--- src/rtl/ifetch_unit.sv ---
// Multi-cycle instruction fetch stage: owns the PC, fetches one word at a time over req/ack, honours redirects.
// Optional IFETCH_MISALIGN_CHECK_EN: misaligned redirect targets raise a sticky error and halt fetching.
module ifetch_unit #(
    parameter logic [31:0] RESET_PC = 32'h0000_0000,
    parameter logic [31:0] NOP_INST = 32'h0000_0013
) (
    input  logic        clk,
    input  logic        rst,
    output logic        imem_req,
    output logic [31:0] imem_addr,
    input  logic        imem_ack,
    input  logic [31:0] imem_rdata,
    input  logic        redirect_valid,
    input  logic [31:0] redirect_pc,
    input  logic        stall,
    output logic        inst_valid,
    output logic [31:0] inst,
    output logic [31:0] pc,
    output logic [31:0] pc_plus4,
    output logic        misalign_err
);

    typedef enum logic [1:0] {
        ST_RST   = 2'd0,
        ST_FETCH = 2'd1,
        ST_VALID = 2'd2,
        ST_HALT  = 2'd3
    } state_t;

    state_t      state_reg, state_next;
    logic [31:0] pc_reg, pc_next;
    logic [31:0] pc_plus4_reg;
    logic [31:0] addr_reg, addr_next;
    logic [31:0] inst_reg, inst_next;
    logic        discard_reg, discard_next;
    logic        halt_pend_reg, halt_pend_next;
    logic        err_reg, err_next;

    logic [31:0] target;
    logic        target_bad;
    logic        redir_ok;
    logic        redir_bad;

`ifdef IFETCH_MISALIGN_CHECK_EN
    assign target     = redirect_pc;
    assign target_bad = |redirect_pc[1:0];
`else
    // Without the check, the low bits of a redirect target are simply dropped.
    assign target     = redirect_pc & 32'hFFFF_FFFC;
    assign target_bad = 1'b0;
`endif

    assign redir_ok  = redirect_valid & ~target_bad;
    assign redir_bad = redirect_valid & target_bad;

    always_comb begin
        state_next     = state_reg;
        pc_next        = pc_reg;
        addr_next      = addr_reg;
        inst_next      = inst_reg;
        discard_next   = discard_reg;
        halt_pend_next = halt_pend_reg;
        err_next       = err_reg;

        case (state_reg)
            ST_RST: begin
                state_next = ST_FETCH;
            end
            ST_FETCH: begin
                if (halt_pend_reg) begin
                    // Let the outstanding request finish before dropping req.
                    if (imem_ack) begin
                        state_next = ST_HALT;
                    end
                end else if (imem_ack) begin
                    if (redir_bad) begin
                        err_next   = 1'b1;
                        state_next = ST_HALT;
                    end else if (redir_ok) begin
                        pc_next      = target;
                        addr_next    = target;
                        discard_next = 1'b0;
                    end else if (discard_reg) begin
                        discard_next = 1'b0;
                        addr_next    = pc_reg;
                    end else begin
                        inst_next  = imem_rdata;
                        state_next = ST_VALID;
                    end
                end else begin
                    if (redir_bad) begin
                        err_next       = 1'b1;
                        halt_pend_next = 1'b1;
                    end else if (redir_ok) begin
                        pc_next      = target;
                        discard_next = 1'b1;
                    end
                end
            end
            ST_VALID: begin
                if (redir_bad) begin
                    err_next   = 1'b1;
                    inst_next  = NOP_INST;
                    state_next = ST_HALT;
                end else if (redir_ok) begin
                    pc_next    = target;
                    addr_next  = target;
                    inst_next  = NOP_INST;
                    state_next = ST_FETCH;
                end else if (!stall) begin
                    pc_next    = pc_reg + 32'd4;
                    addr_next  = pc_reg + 32'd4;
                    inst_next  = NOP_INST;
                    state_next = ST_FETCH;
                end
            end
            default: begin
                state_next = ST_HALT;
            end
        endcase
    end

    always_ff @(posedge clk or posedge rst) begin
        if (rst) begin
            state_reg     <= ST_RST;
            pc_reg        <= RESET_PC;
            pc_plus4_reg  <= RESET_PC + 32'd4;
            addr_reg      <= RESET_PC;
            inst_reg      <= NOP_INST;
            discard_reg   <= 1'b0;
            halt_pend_reg <= 1'b0;
            err_reg       <= 1'b0;
        end else begin
            state_reg     <= state_next;
            pc_reg        <= pc_next;
            pc_plus4_reg  <= pc_next + 32'd4;
            addr_reg      <= addr_next;
            inst_reg      <= inst_next;
            discard_reg   <= discard_next;
            halt_pend_reg <= halt_pend_next;
            err_reg       <= err_next;
        end
    end

    assign imem_req     = (state_reg == ST_FETCH);
    assign inst_valid   = (state_reg == ST_VALID);
    assign imem_addr    = addr_reg;
    assign inst         = inst_reg;
    assign pc           = pc_reg;
    assign pc_plus4     = pc_plus4_reg;
    assign misalign_err = err_reg;

endmodule

--- config.mk ---
export PLATFORM = sky130hd
export DESIGN_NAME = ifetch_unit
export DESIGN_NICKNAME = d
export VERILOG_FILES = /design/src/rtl/ifetch_unit.sv
export SDC_FILE = /design/constraint.sdc
export NUM_CORES = 1
export LEC_CHECK = 0
export CAP_MARGIN = 0
export CORE_MARGIN = 4
export CORE_UTILIZATION = 39
export CTS_CLUSTER_DIAMETER = 50
export DETAILED_ROUTE_END_ITERATION = 10
export PLACE_DENSITY_LB_ADDON = 0.1
export SYNTH_ARGS = -nofsm -noshare
export SYNTH_HDL_FRONTEND = slang
export SYNTH_SLANG_ARGS = --single-unit
--- constraint.sdc ---
create_clock -name clk -period 4.65 [get_ports clk]
set_input_delay 0.6975 -clock clk [delete_from_list [all_inputs] [get_ports clk]]
set_output_delay 0.6975 -clock clk [all_outputs]
set_load 0.02 [all_outputs]
* Yosys cells after proc, flatten, opt, wreduce, memory -nomap -nowiden *
Index checks and enable logic that the tools add are counted.

word-level totals
  output and inout bits = 131
  register bits = 132

operators by class
  reductions and logical operators = 7
  add/sub/neg operators = 2
  muxes and demuxes = 30
  equal/unequal tests = 10
  bitwise logic cells = 1

operator list
  cell                   number
  $mux 32                16
  $pmux 32 s2            3
  $add 32x3->32 const B  2
  $mux 2                 7
  $ne 2x2->1 const B     3
  $ne 3x2->1 const B     2
  $pmux 2 s3             1
  $reduce_and 6->1       1
  $reduce_and 5->1       1
  $reduce_and 4->1       1
  $reduce_bool 2->1      2
  $mux 1                 3
  $ne 3x1->1 const B     1
  $ne 3x3->1 const B     1
  $reduce_and 3->1       1
  $eq 2x1->1 const B     1
  $eq 2x2->1 const B     1
  $logic_not 2->1        1
  $ne 2x1->1 const B     1
  $not 1->1              1

* Depth between registers and ports, before layout *
Gate-level depths: netlist (run 1).

  depth in word-level cells = 5
  mapped depth = 14
  depth with buffers taken out = 12

* Worst setup path before layout (run 1) *
No wires, ideal clock.

  path kind = register -> register
  start point = reg state_reg[1]
  end point = reg pc_plus4_reg[28], in the netlist pc_plus4[28]
  setup time = 80 ps
  data arrival time = 3022 ps
  clock period less this slack = 3102 ps
  required time = 4570 ps
  setup slack = 1548 ps
  path buffers = 2
  cell stages (with the launch flop) = 15
  cells stage by stage = dfrtp_1 > inv_1 > ha_1 > buf_4 > buf_2 > nand2_1 > a211o_1 > nand3_1 > ha_1 > a21boi_0 > o2111a_1 > nor4b_4 > nand3_2 > nor4_2 > xnor2_1

between the ends
  cells in the longest elaborated chain, start to end = 3
  elaborated cells on any way between the ends = 4
  classes of those cells = add/sub (1); eq/ne (2); mux (1)

ends and longest elaborated chain
  what                    line  text
  start, declared         30    state_t state_reg, state_next;
  start signal, assigned  134   state_reg <= state_next;
  $eq 2x1->1              -
  named net imem_req      9     output logic imem_req,
  $pmux 32 s2             65    case (state_reg)
  named net pc_next[3]    31    logic [31:0] pc_reg, pc_next;
  $add 32x3->32           136   pc_plus4_reg <= pc_next + 32'd4;
  end signal, assigned    127   pc_plus4_reg <= RESET_PC + 32'd4;
  end signal, assigned    136
  end, declared           32    logic [31:0] pc_plus4_reg;

The timed path passes the listed nets, and every way through them passes these cells.
A chain may end at the register's enable or synchronous reset.

* Worst setup path after layout (run 1) *
  start point = reg state_reg[0]
  end point = reg pc_plus4_reg[29], in the netlist pc_plus4[29]

between the ends
  cells in the longest elaborated chain, start to end = 3
  elaborated cells on any way between the ends = 4
  classes of those cells = add/sub (1); eq/ne (2); mux (1)

ends and longest elaborated chain
  what                                             line
  $eq 2x2->1 / $eq 2x1->1 (equally long branches)  65
  $pmux 32 s2 (*)                                  65
  named net pc_next[12]                            31
  $add 32x3->32 (*)                                136

The timed path passes the listed nets; every way through them passes the cells marked *.

==> metrics.csv, run 1 <==
stage,metric,value,unit
pwr,ir_drop,0.000276,V
grt,grt_max_degree,65,
setup_path,crit_family,simple AND/OR/NAND/NOR gates,
run_status,status,completed,
grt,grt.overflow.total,0,
setup_path,critPathBufInv,3,
sta,clock_skew,7.32,ps
pwr,leakage,4.27,nW
route,via_per_inst,5.33,
floorplanning,die_y,147,µm
clock_tree,cts_hold_buf,0,
clock_tree,cts_max_path_buffers,2,
route,drt_iter0_markers,512,
synth,seq_area_frac_synth,43.0,%
floorplanning,initial_core_util,39.9,%
sta,rsz0062_at_grt,no,
sta,finalCritPeriodShare,83.4,%
clock_tree,post_cts_resized,0,
cells_and_area,layout_common_cells,"clkdlybuf4s50_1 (195), nand2_1 (141), dfrtp_1 (125), o21ai_0 (91), nor2_1 (61)",
cells_and_area,drive_gt1_share,9.16,%
pwr,powerDensity,693,nW/µm²
clock_tree,clkTransAtPathRegs,60,ps
sta,layout_min_cycle_time,3880,ps
flow_run,cap_violations,0,
setup_path,startpoint_type,register,
setup_path,cp.arrival,4210,ps
grt,grt_pass1_vias,6775,
sta,slew_violations,0,
route,drt-wirelength-per-cell,18.9,µm
clock_tree,clk_latency,410,ps
synth,yosys_most_used_dff,dfrtp_1,
route,final_antenna_net_count,0,
setup_path,crit_path_max_fanout,24,
floorplanning,die-area,21600,µm²
min_path,hold_path.class,reg2reg,
clock_tree,cts-buffers-inserted,17,
sta,clock.fmax,0.258,GHz
cells_and_area,area_delta_synth_final,36.0,%
setup_path,crit_type,reg2reg,
setup_path,end_kind,register,
synth,ys_types,88,
route,routed_wirelength,24.5,mm
cells_and_area,antenna_cells,0,
clock_tree,cts_sinks,129,
clock_tree,cts_setup_buffers,0,
clock_tree,cts_tree,yes,
setup_path,critical_path.cell_chain,inv_1 -> ha_1 -> buf_4 -> nor2_1 -> buf_4 -> nand2_1 -> mux2i_1 -> a221oi_2 -> and4b_1 -> nand2_1 -> nor4_2 -> xor2_1,
clock_tree,h-tree-depth,4,
grt,grt.total_usage,22.8,%
floorplanning,io_pins,200,
synth,yosys_warnings,0,
cells_and_area,num-nets-final,1100,
clock_tree,root_buffer,clkbuf_16,
cells_and_area,mostFrequentLayoutCell,clkdlybuf4s50_1,
sta,finalSetupViolCount,0,
synth,synth_area,7510,µm²
placed_design,dp_hpwl,18.0,mm
grt,grt_first_pass_wirelength,39.0,mm
synth,synth_seq_cells,129,
cells_and_area,fin_util,54.3,%
synth,synth-async-reset-ratio,100,%
setup_path,required,4980,ps
grt,antenna_found_initial,0,
sta,hold_viol,0,
cells_and_area,finalInstanceArea,10200,µm²
sta,worst_pin_slew,979,ps
setup_path,max_stage_delay,830,ps
synth,syn-instance-count,858,
route,vias,6916,
sta,slew_headroom,34.7,%
setup_path,slowest_stage,ha_1,
floorplanning,core,18800,µm²
route,drc,0,
placed_design,gp_congestion,0.869,
placed_design,portBuffers,196,
synth,syn_area_per_cell,8.76,µm²
sta,tns,0,ps
synth,synth_edf_count,0,
floorplanning,std_cell_rows,50,
synth,syn-num-nets,933,
route,firstDrtPassIters,5,
placed_design,place_area,9630,µm²
floorplanning,die_w,147,µm
[power breakdown]
| part | switching [mW] | internal (mW) |
|---|---|---|
| clock network | 0.484 | 0.849 |
| registers | 0.420 | 1.58 |
| logic | 2.25 | 1.49 |
| total | 3.15 | 3.93 |
[cell families after synthesis]
logic type | synth area share (%)
simple gates | 24.2
mux | 2.05
compound gates | 17.6
buf+inv | 6.04
xor+xnor | 5.95
other cells | 0.0499
flops | 43.0
fa+ha+maj | 0.999
[layout make-up]
cell class                      instances  area, µm²
Tap cell                              260        325
Fill cell                            1788       8610
Sequential cell                       129       3230
Multi-Input combinational cell        629       3830
Clock inverter                         11        139
Inverter                               27        104
Clock buffer                           20        447
Timing Repair Buffer                  221       2140
[path summary, 6_finish.rpt]
kind,slack [ps],to,depth (start not counted),start
worst max-delay path,770,pc_plus4[29]$_DFF_PP0_,12,state_reg[0]$_DFFE_PP0P_
min in group asynchronous,790,pc[31]$_DFF_PP0_,2,rst
worst min-delay path,470,inst[10]$_DFFE_PP0P_,2,inst[10]$_DFFE_PP0P_
worst max register to register,770,pc_plus4[29]$_DFF_PP0_,12,state_reg[0]$_DFFE_PP0P_
worst min register to register,470,inst[10]$_DFFE_PP0P_,2,inst[10]$_DFFE_PP0P_
max in group asynchronous,2860,inst[4]$_DFFE_PP1P_,3,rst
[worst register-to-register path: cells and delay by family (launching register included)]
family,cells,cell delay (ps)
AND/OR/NAND/NOR,5,1110
adder cells (fa/ha/maj),1,830
buffers and inverters,3,660
AO/OA/AOI/OAI,1,540
flip-flops,1,400
XOR/XNOR,1,190
multiplexers,1,80
[synth_stat cells (6+ instances only)]
library cell | number | area share [%]
buf_2 | 24 | 1.6
nand3_1 | 25 | 1.7
and3_1 | 6 | 0.50
ha_1 | 6 | 1.0
or3_1 | 6 | 0.50
nor3_1 | 19 | 1.3
inv_1 | 26 | 1.3
buf_4 | 10 | 1.0
o22ai_1 | 9 | 0.75
xnor2_1 | 32 | 3.7
o221ai_1 | 6 | 0.70
a221oi_1 | 7 | 0.82
and2_1 | 6 | 0.50
nor4_1 | 11 | 0.92
clkbuf_1 | 33 | 1.6
mux2i_1 | 12 | 1.6
o21ai_0 | 91 | 6.1
dfrtp_1 | 125 | 42
a211o_1 | 6 | 0.70
nand4_1 | 17 | 1.4
nand2_1 | 141 | 7.0
nor2_1 | 61 | 3.0
a21oi_1 | 37 | 2.5
nand2b_1 | 10 | 0.83
xor2_1 | 19 | 2.2
[through the flow]
step / hold slack (ps) / power, mW / std cells / setup WS (ps)
4_1_cts: 482 / 7.12 / 1297 / 788
6_report: 474 / 7.08 / 1297 / 770
2_1_floorplan: 508 / 4.25 / 858 / 518
3_5_place_dp: 469 / 5.75 / 1266 / 614
5_1_grt: 502 / 7.56 / 1297 / 400
3_3_place_gp: 460 / 5.72 / 1266 / 642
[routing by layer]
metal | vias to the layer above | share of wire (%) | GRT usage [%]
met5 | - | 0 | 0
met4 | 0 | 2.0 | 7.34
met3 | 36 | 6.6 | 4.26
met2 | 277 | 43 | 33.2
met1 | 3258 | 49 | 34.3
li1 | 3345 | - | -
No activity file was read; power rests on OpenSTA's default activity.
==> run 2, diff against run 1 <==
==> constraint.sdc (replaced) <==
create_clock -name clk -period 3.31 [get_ports clk]
set_input_delay 0.4965 -clock clk [delete_from_list [all_inputs] [get_ports clk]]
set_output_delay 0.4965 -clock clk [all_outputs]
set_load 0.02 [all_outputs]
==> run 2 against run 1 <==
  * Hold slack about the same
  * Clock power rose by 47%
  * Flip-flop and latch count stayed put
==> metrics.csv, run 2 (synthesis gave the netlist of run 1 again) <==
stage,metric,value,unit,change
pwr,leakage,4.69,nW,+9.8%
clock_tree,cts_max_path_buffers,2,,unchanged
route,drt-wirelength-per-cell,18.7,µm,-0.96%
pwr,p_seq_share,25.1,%,-3.2 points
placed_design,gp_congestion,0.924,,+6.4%
sta,hold_viol,0,,unchanged
route,vias,7233,,+4.6%
clock_tree,clkTransAtPathRegs,60,ps,about the same
pwr,clockPowerShare,18.4,%,-0.4 points
clock_tree,clk_latency,410,ps,about the same
sta,clock.fmax,0.317,GHz,+23%
pwr,intPower,6.03,mW,+54%
route,drc,0,,unchanged
clock_tree,cts_setup_buffers,0,,unchanged
cells_and_area,area_delta_synth_final,45.3,%,
cells_and_area,antenna_cells,0,,unchanged
clock_tree,h-tree-depth,4,,unchanged
grt,grt_max_degree,130,,+100%
sta,worst_pin_slew,863,ps,-117 ps
setup_path,cp_common_cell,buf_4,,
cells_and_area,finalInstanceArea,10900,µm²,+6.8%
setup_path,crit_type,reg2reg,,
setup_path,reg2regPathDepth,12,,unchanged
clock_tree,cts_hold_buf,0,,unchanged
pwr,powerDensity,979,nW/µm²,+41%
cells_and_area,num-nets-final,1179,,+7.2%
floorplanning,core,18800,µm²,unchanged
min_path,hold_path.class,reg2reg,,
grt,grt_pass1_vias,6978,,+3.0%
setup_path,critPathBufInv,3,,unchanged
sta,setup_ws,160,ps,-610 ps
route,via_per_inst,5.25,,-1.5%
route,final_antenna_net_count,0,,unchanged
cells_and_area,ff_latch_area,3230,µm²,unchanged
pwr,switching_share,43.6,%,-0.97 points
floorplanning,std_cell_rows,50,,unchanged
placed_design,portBuffers,196,,unchanged
min_path,min_from,imem_addr[3]$_DFFE_PP0P_,,
floorplanning,initial_core_util,39.9,%,unchanged
placed_design,place_area,10300,µm²,+6.5%
setup_path,end_kind,register,,
setup_path,crit_family,simple AND/OR/NAND/NOR gates,,
setup_path,cp.arrival,3490,ps,-720 ps
sta,slew_violations,0,,unchanged
setup_path,startpoint_type,register,,
cells_and_area,multi_input_area,3860,µm²,+0.95%
clock_tree,root_buffer,clkbuf_16,,
clock_tree,cts-buffers-inserted,17,,unchanged
setup_path,critPathLaunch,state_reg[0]$_DFFE_PP0P_,,
floorplanning,io_pins,200,,unchanged
floorplanning,die_w,147,µm,unchanged
grt,grt.total_usage,23.7,%,+0.92 points
sta,finalSetupViolCount,0,,unchanged
grt,grt.overflow.total,0,,unchanged
placed_design,dp_slack,-131,ps,-745 ps
floorplanning,die-area,21600,µm²,unchanged
cells_and_area,fillers,1768,,-1.1%
setup_path,slowest_stage,or4_1,,
setup_path,cp.depth,12,,unchanged
setup_path,required,3650,ps,-1330 ps
cells_and_area,mostFrequentLayoutCell,clkdlybuf4s50_1,,
run_status,status,completed,,
setup_path,rr_endpoint,pc_plus4[17]$_DFF_PP0_,,
min_path,hold-path-endpoint,imem_addr[3]$_DFFE_PP0P_,,
grt,antenna_found_initial,0,,unchanged
setup_path,max_stage_delay,450,ps,-380 ps
setup_path,critical_path.cell_chain,inv_1 -> ha_2 -> buf_4 -> or3b_4 -> or4_1 -> o211ai_2 -> nand2_4 -> nor4_4 -> nand2_1 -> buf_4 -> nor3_1 -> xor2_1,,
cells_and_area,drive_gt1_share,16.2,%,+7.0 points
clock_tree,cts_sinks,129,,unchanged
route,firstDrtPassIters,5,,unchanged
min_path,whs_path_depth,2,,unchanged
route,routed_wirelength,25.7,mm,+5.2%
sta,clock_skew,7.56,ps,+0.232 ps
flow_run,cap_violations,0,,unchanged
grt,grt_first_pass_wirelength,40.5,mm,+3.9%
floorplanning,die_y,147,µm,unchanged
sta,layout_min_cycle_time,3150,ps,-730 ps
sta,rsz0062_at_grt,no,,
pwr,ir_drop,0.000392,V,+42%
clock_tree,cts_tree,yes,,
cells_and_area,layout_common_cells,"clkdlybuf4s50_1 (195), nand2_1 (141), dfrtp_1 (125), buf_4 (101), o21ai_0 (90)",,
setup_path,reg2reg_slack,160,ps,-610 ps
setup_path,timing.rr.start,state_reg[0]$_DFFE_PP0P_,,
pwr,comb_power_share,56.5,%,+3.6 points
sta,slew_headroom,42.5,%,+7.8 points
route,drt_iter0_markers,516,,+0.78%
setup_path,crit_path_max_fanout,6,,-75%
sta,finalCritPeriodShare,95.2,%,+12 points
pwr,switchingPower,4.66,mW,+48%
placed_design,dp_hpwl,19.1,mm,+6.2%
## run 2: cell type report
cell class | count | share of cell area [%]
Clock buffer | 20 | 4.18
Clock inverter | 12 | 1.43
Inverter | 27 | 0.963
Multi-Input combinational cell | 629 | 35.4
Sequential cell | 129 | 29.6
Tap cell | 260 | 2.98
Timing Repair Buffer | 300 | 25.4
## run 2: timing repair
action,in CTS,in global routing
hold endpoints to repair,0,0
resized for setup,0,9
endpoints found under the setup margin,0,15
## run 2: worst max-delay path by stage
| stage | slack [ps] | to |
|---|---|---|
| after global placement | -110 | pc_plus4[22]$_DFF_PP0_ |
| after CTS | 40 | pc_plus4[28]$_DFF_PP0_ |
| final | 160 | pc_plus4[17]$_DFF_PP0_ |
| after floorplan | 210 | pc_plus4[28]$_DFF_PP0_ |
| after global routing | 20 | pc_plus4[22]$_DFF_PP0_ |
| after detailed placement | -130 | pc_plus4[22]$_DFF_PP0_ |
## run 2: through the flow
| step | total power, mW | setup TNS, ps | util [%] | hold WS, ps | instances |
|---|---|---|---|---|---|
| finish | 10.7 | 0 | 58.0 | 474 | 1377 |
| global route | 11.4 | 0 | 58.0 | 495 | 1377 |
| CTS | 10.7 | 0 | 57.8 | 482 | 1377 |
| detailed placement | 8.69 | -870 | 54.5 | 469 | 1345 |
| global placement | 8.65 | -706 | 54.5 | 461 | 1345 |
| floorplan | 5.97 | 0 | - | 508 | 858 |
## run 2: metal layers
metal,track usage [%],wire length (µm)
met5,0,0
met4,7.20,496
met3,5.71,1990
met2,34.6,11100
met1,34.9,12200
## run 2: worst reg2reg max path, cell delays in order, from the launching register on
cell	delay (ps)
dfrtp_1	370
inv_1	80
ha_2	320
buf_4	170
or3b_4	430
or4_1	450
o211ai_2	130
nand2_4	110
nor4_4	300
nand2_1	180
buf_4	180
nor3_1	170
xor2_1	170
## run 2: power by group through the flow
stage / clock (mW) / sequential (mW) / combinational [mW]
after floorplan: 0 / 3.25 / 2.72
after global placement: 0 / 2.70 / 5.95
after detailed placement: 0 / 2.71 / 5.98
after CTS: 2.00 / 2.69 / 6.02
after global routing: 2.08 / 2.77 / 6.52
final: 1.96 / 2.68 / 6.04
